File: src/rtl/regfile_mp.sv
// Multi-read-port GPR file with byte-enabled writes, hardwired zero register,
// optional write->read bypass and a pending-write (busy) scoreboard.

module regfile_mp_rdport #(
   parameter int DATA_W   = 32,
   parameter int ADDR_W   = 5,
   parameter int BYPASS   = 1,
   parameter int ZERO_REG = 1
) (
   input  logic [ADDR_W-1:0]   addr,
   input  logic [DATA_W-1:0]   stored,
   input  logic                busy_raw,
   input  logic                wr_en,
   input  logic [ADDR_W-1:0]   wr_addr,
   input  logic [DATA_W-1:0]   wr_data,
   input  logic [DATA_W/8-1:0] wr_be,
   output logic [DATA_W-1:0]   data,
   output logic                busy
);
   logic is_zero;
   logic hit;

   always_comb begin
      is_zero = (ZERO_REG != 0) && (addr == '0);
      hit     = (BYPASS != 0) && wr_en && (wr_addr == addr) && !is_zero;
      data    = stored;
      for (int b = 0; b < DATA_W/8; b++) begin
         if (hit && wr_be[b]) data[b*8 +: 8] = wr_data[b*8 +: 8];
      end
      if (is_zero) data = '0;
      // a same-cycle release forwards the data, so the reader need not stall
      busy = busy_raw && !hit && !is_zero;
   end
endmodule

module regfile_mp #(
   parameter int DATA_W   = 32,
   parameter int ADDR_W   = 5,
   parameter int N_READ   = 2,
   parameter int BYPASS   = 1,
   parameter int ZERO_REG = 1
) (
   input  logic                       clk,
   input  logic                       reset_i,
   input  logic [N_READ*ADDR_W-1:0]   rd_addr_i,
   output logic [N_READ*DATA_W-1:0]   rd_data_o,
   output logic [N_READ-1:0]          rd_busy_o,
   input  logic                       wr_en_i,
   input  logic [ADDR_W-1:0]          wr_addr_i,
   input  logic [DATA_W-1:0]          wr_data_i,
   input  logic [DATA_W/8-1:0]        wr_be_i,
   input  logic                       rsv_en_i,
   input  logic [ADDR_W-1:0]          rsv_addr_i,
   output logic                       rsv_ok_o
);
   localparam int DEPTH = 1 << ADDR_W;

   logic [DATA_W-1:0] rf [DEPTH];
   logic [DEPTH-1:0]  busy;
   logic              wr_ok;

   assign wr_ok    = wr_en_i && !((ZERO_REG != 0) && (wr_addr_i == '0));
   assign rsv_ok_o = rsv_en_i && !busy[rsv_addr_i] && !((ZERO_REG != 0) && (rsv_addr_i == '0));

   always_ff @(posedge clk) begin
      if (reset_i) begin
         for (int i = 0; i < DEPTH; i++) rf[i] <= '0;
      end else if (wr_ok) begin
         for (int b = 0; b < DATA_W/8; b++) begin
            if (wr_be_i[b]) rf[wr_addr_i][b*8 +: 8] <= wr_data_i[b*8 +: 8];
         end
      end
   end

   // release first, then reserve, so a same-cycle reserve of that register wins
   always_ff @(posedge clk) begin
      if (reset_i) begin
         busy <= '0;
      end else begin
         if (wr_en_i)  busy[wr_addr_i]  <= 1'b0;
         if (rsv_ok_o) busy[rsv_addr_i] <= 1'b1;
      end
   end

   for (genvar k = 0; k < N_READ; k++) begin : g_rd
      logic [ADDR_W-1:0] addr;
      assign addr = rd_addr_i[k*ADDR_W +: ADDR_W];

      regfile_mp_rdport #(
         .DATA_W(DATA_W), .ADDR_W(ADDR_W), .BYPASS(BYPASS), .ZERO_REG(ZERO_REG)
      ) u_port (
         .addr    (addr),
         .stored  (rf[addr]),
         .busy_raw(busy[addr]),
         .wr_en   (wr_en_i),
         .wr_addr (wr_addr_i),
         .wr_data (wr_data_i),
         .wr_be   (wr_be_i),
         .data    (rd_data_o[k*DATA_W +: DATA_W]),
         .busy    (rd_busy_o[k])
      );
   end
endmodule

File: config.mk
export PLATFORM = sky130hd
export DESIGN_NAME = regfile_mp
export DESIGN_NICKNAME = d
export VERILOG_FILES = /design/src/rtl/regfile_mp.sv
export SDC_FILE = /design/constraint.sdc
export NUM_CORES = 2
export LEC_CHECK = 0
export BUFFER_PORTS_ARGS = -buffer_cell sky130_fd_sc_hd__buf_2
export CAP_MARGIN = 25
export CORE_UTILIZATION = 42
export DETAILED_ROUTE_END_ITERATION = 8
export GPL_TIMING_DRIVEN = 0
export PLACE_DENSITY = 0.61
export REMOVE_ABC_BUFFERS = 1
export SLEW_MARGIN = 20
export SYNTH_ARGS = -nofsm -noshare
export SYNTH_HDL_FRONTEND = slang
export SYNTH_SLANG_ARGS = --single-unit
export TNS_END_PERCENT = 50
File: constraint.sdc
create_clock -name clk -period 2.8 [get_ports clk]
set_input_delay 0.42 -clock clk [delete_from_list [all_inputs] [get_ports clk]]
set_output_delay 0.42 -clock clk [all_outputs]
set_load 0.02 [all_outputs]
==> impl_metrics.ini <==
[sta]
max_freq_ghz = 0.316
finalWorstSetupSlack_ns = -0.361
slew_violations = 0
fin_crit_ns = 3.16
worst_pin_slew_ns = 1.17
finClkSkew_ns = 0.0110
fin_crit_sh_pct = 113
rsz0062_at_grt = yes
final-hold-violation-count = 0
fin_tns_setup_ns = -16.70
slew_headroom_pct = 21.5
setup_viol = 140

[drt]
drtPass1Iterations = 6
drt_iter0_drc = 6339
wl_um = 238000
routedWlPerCell_um = 37.2
avgViaCountPerCell = 6.72
antenna_left = 0
drc = 0
vias = 42992

[global_routing]
grt_max_degree = 77
antenna_found_initial = 11
grt_usage_pct = 32.2
grt_first_pass_wirelength_um = 319000
first_global_vias = 40996
gr-total-overflow = 0

[die]
dieHeight_um = 375
die-area_um2 = 141000
rows = 136
num_io_pins = 127
initial_core_util_pct = 42.4
die_w_um = 375
core_um2 = 138000

[yosys]
netlist_instances = 4284
synth_area_leaders = edfxtp_1 (53%), mux4_2 (16%), and2_1 (11%)
synth_warnings = 0
synth_cell_types = 65
synthTopCellsByCount = and2_1 (1,025), edfxtp_1 (1,024), mux4_2 (425)
syn_area_per_cell_um2 = 13.6
yosys_most_used_dff = edfxtp_1
yosysTopAreaCellShare_pct = 52.6
ys_async_sr_fraction_pct = 0
synthesis.area_um2 = 58400
yosysMostFrequentCell = and2_1
ys_ff_latch = 1056
synth_top_area_cell = edfxtp_1
seq_area_frac_synth_pct = 53.7
synth_edf_count = 1024

[clock_tree]
cts.sinks = 1056
tritoncts = built
htreeDepth = 3
clock_latency_ns = 0.74
path_clk_slew_ns = 0.06
cts_buffers = 112
ctsHoldBuffers = 0
cts_root_buffer = clkbuf_16
clockBufferDepth = 3

[pwr]
power_density_nw_per_um2 = 560
peakVddDrop_mv = 0.464
total_power_mw = 40.4
leakage_nw = 25.2

[worst_hold_path]
hold_path.class = input port to flop

[setup_path]
path_cells = mux4_2, a22o_4, a221oi_4, o311ai_1, o211a_1, buf_2
crit_buf_inv = 1
cp-end-kind = output pin
critPathMaxFanout = 2
crit_required_ns = 2.38
max_stage_delay_ns = 0.50
cp_slowest_cell = mux4_2
crit_family = compound AO/OA/AOI/OAI gates
cp_data_arrival_time_ns = 2.74
worstSetupPathType = flop to output pin
worstSetupStartpointType = flop

[place]
dp_slack_ns = -2.14
dp_hpwl_um = 135000
place_congestion = 0.888
dp_cells = 5937
numPortBuffers = 126

[layout]
nNetsFinal = 4569
syn2layout_area_growth_pct = 23.7
fillers = 11070
drive_gt1_share_pct = 34.8
instances_no_fill = 6398

[run_status]
status = finished with violations
violations = negative setup slack

[run]
maxCapViolCount = 0
final timing paths:
check / startpoint / end / slack, ns / depth (start not counted)
max: rf[23][29]$_SDFFCE_PN0P_ / rd_data_o[29] / -0.36 / 6
max reg2reg: busy[1]$_SDFF_PP0_ / busy[8]$_SDFF_PP0_ / 0.16 / 8
min: reset_i / rf[0][4]$_SDFFCE_PN0P_ / 0.1 / 1
min reg2reg: busy[8]$_SDFF_PP0_ / busy[8]$_SDFF_PP0_ / 0.51 / 2
cell type report:
type / count / area (um^2) / area share, %
flip-flops and latches: 1056 / 31400 / 43.5
repair buffers: 458 / 6460 / 8.94
well taps: 1794 / 2240 / 3.11
inverters: 6 / 62.6 / 0.0866
clock buffers: 146 / 2980 / 4.13
multi-input cells: 2874 / 28500 / 39.5
repair inverters: 1 / 8.76 / 0.0121
diodes: 3 / 7.51 / 0.0104
clock inverters: 60 / 551 / 0.762
registers in the layout, indices dropped and copies added (netlist names):
| name | flops |
|---|---|
| busy | 32 |
| rf | 1024 |
layout by cell type, fill, tap and decap left out, drive strengths merged, types with 15 or more instances in the layout:
| master | count |
|---|---|
| a221o | 32 |
| o21ai | 199 |
| clkinv | 44 |
| mux2i | 231 |
| nor2 | 216 |
| clkbuf | 171 |
| nand2 | 78 |
| edfxtp | 1024 |
| o22ai | 35 |
| mux2 | 46 |
| dfxtp | 32 |
| and3 | 32 |
| nor3 | 23 |
| a32o | 15 |
| a22o | 15 |
| a22oi | 60 |
| nand3 | 65 |
| buf | 408 |
| a21oi | 80 |
| mux4 | 425 |
| and2 | 1025 |
| conb | 32 |
| o221ai | 30 |
| nor2b | 22 |
| a211oi | 62 |
| bufbuf | 25 |
| a221oi | 55 |
worst register-to-register path, delay by kind of cell (launching register included):
kind,cells,cell delay [ns]
AOI/OAI and AO/OA,2,0.65
and+or+nand+nor,2,0.52
buffers and inverters,2,0.30
DFF,1,0.33
muxes,2,0.76
through the flow:
stage / hold WS [ns] / area [um^2] / util, %
detailed placement: 0.498 / 61400 / 44.6
CTS: 0.0817 / 70000 / 50.9
global placement: 0.487 / 59800 / 43.4
floorplan: 0.465 / 56900 / -
finish: 0.0957 / 72200 / 52.5
global route: 0.125 / 72200 / 52.5
report_power, final:
group	total (mW)	internal (mW)	switching (mW)
logic	6.86	2.86	4.00
registers	18.6	18.1	0.469
clock network	15.0	8.37	6.59
cell families after synthesis:
kind of cell	after synthesis	synth area share, %
compound gates	621	7.21
xor+xnor	10	0.150
mux	702	21.2
buf+inv	389	2.83
other cells	1	0.00642
simple gates	1505	14.8
flops	1056	53.7
what timing repair did:
action | in CTS | in global routing
pin swaps | 102 | 98
gates cloned | 50 | 26
endpoints found under the setup margin | 2051 | 917
resized for setup | 622 | 243
setup buffers | 109 | 65
endpoints found under the hold margin | 0 | 0
metal layers:
| layer | vias up | wire length [um] | track usage, % |
|---|---|---|---|
| met5 | - | 471 | 0.617 |
| met4 | 22 | 16800 | 19.4 |
| met3 | 714 | 32200 | 9.28 |
| met2 | 3407 | 104000 | 47.7 |
| met1 | 21809 | 84300 | 41.9 |
| li1 | 17040 | - | - |
Note: power is estimated with default switching activity, not from simulation.
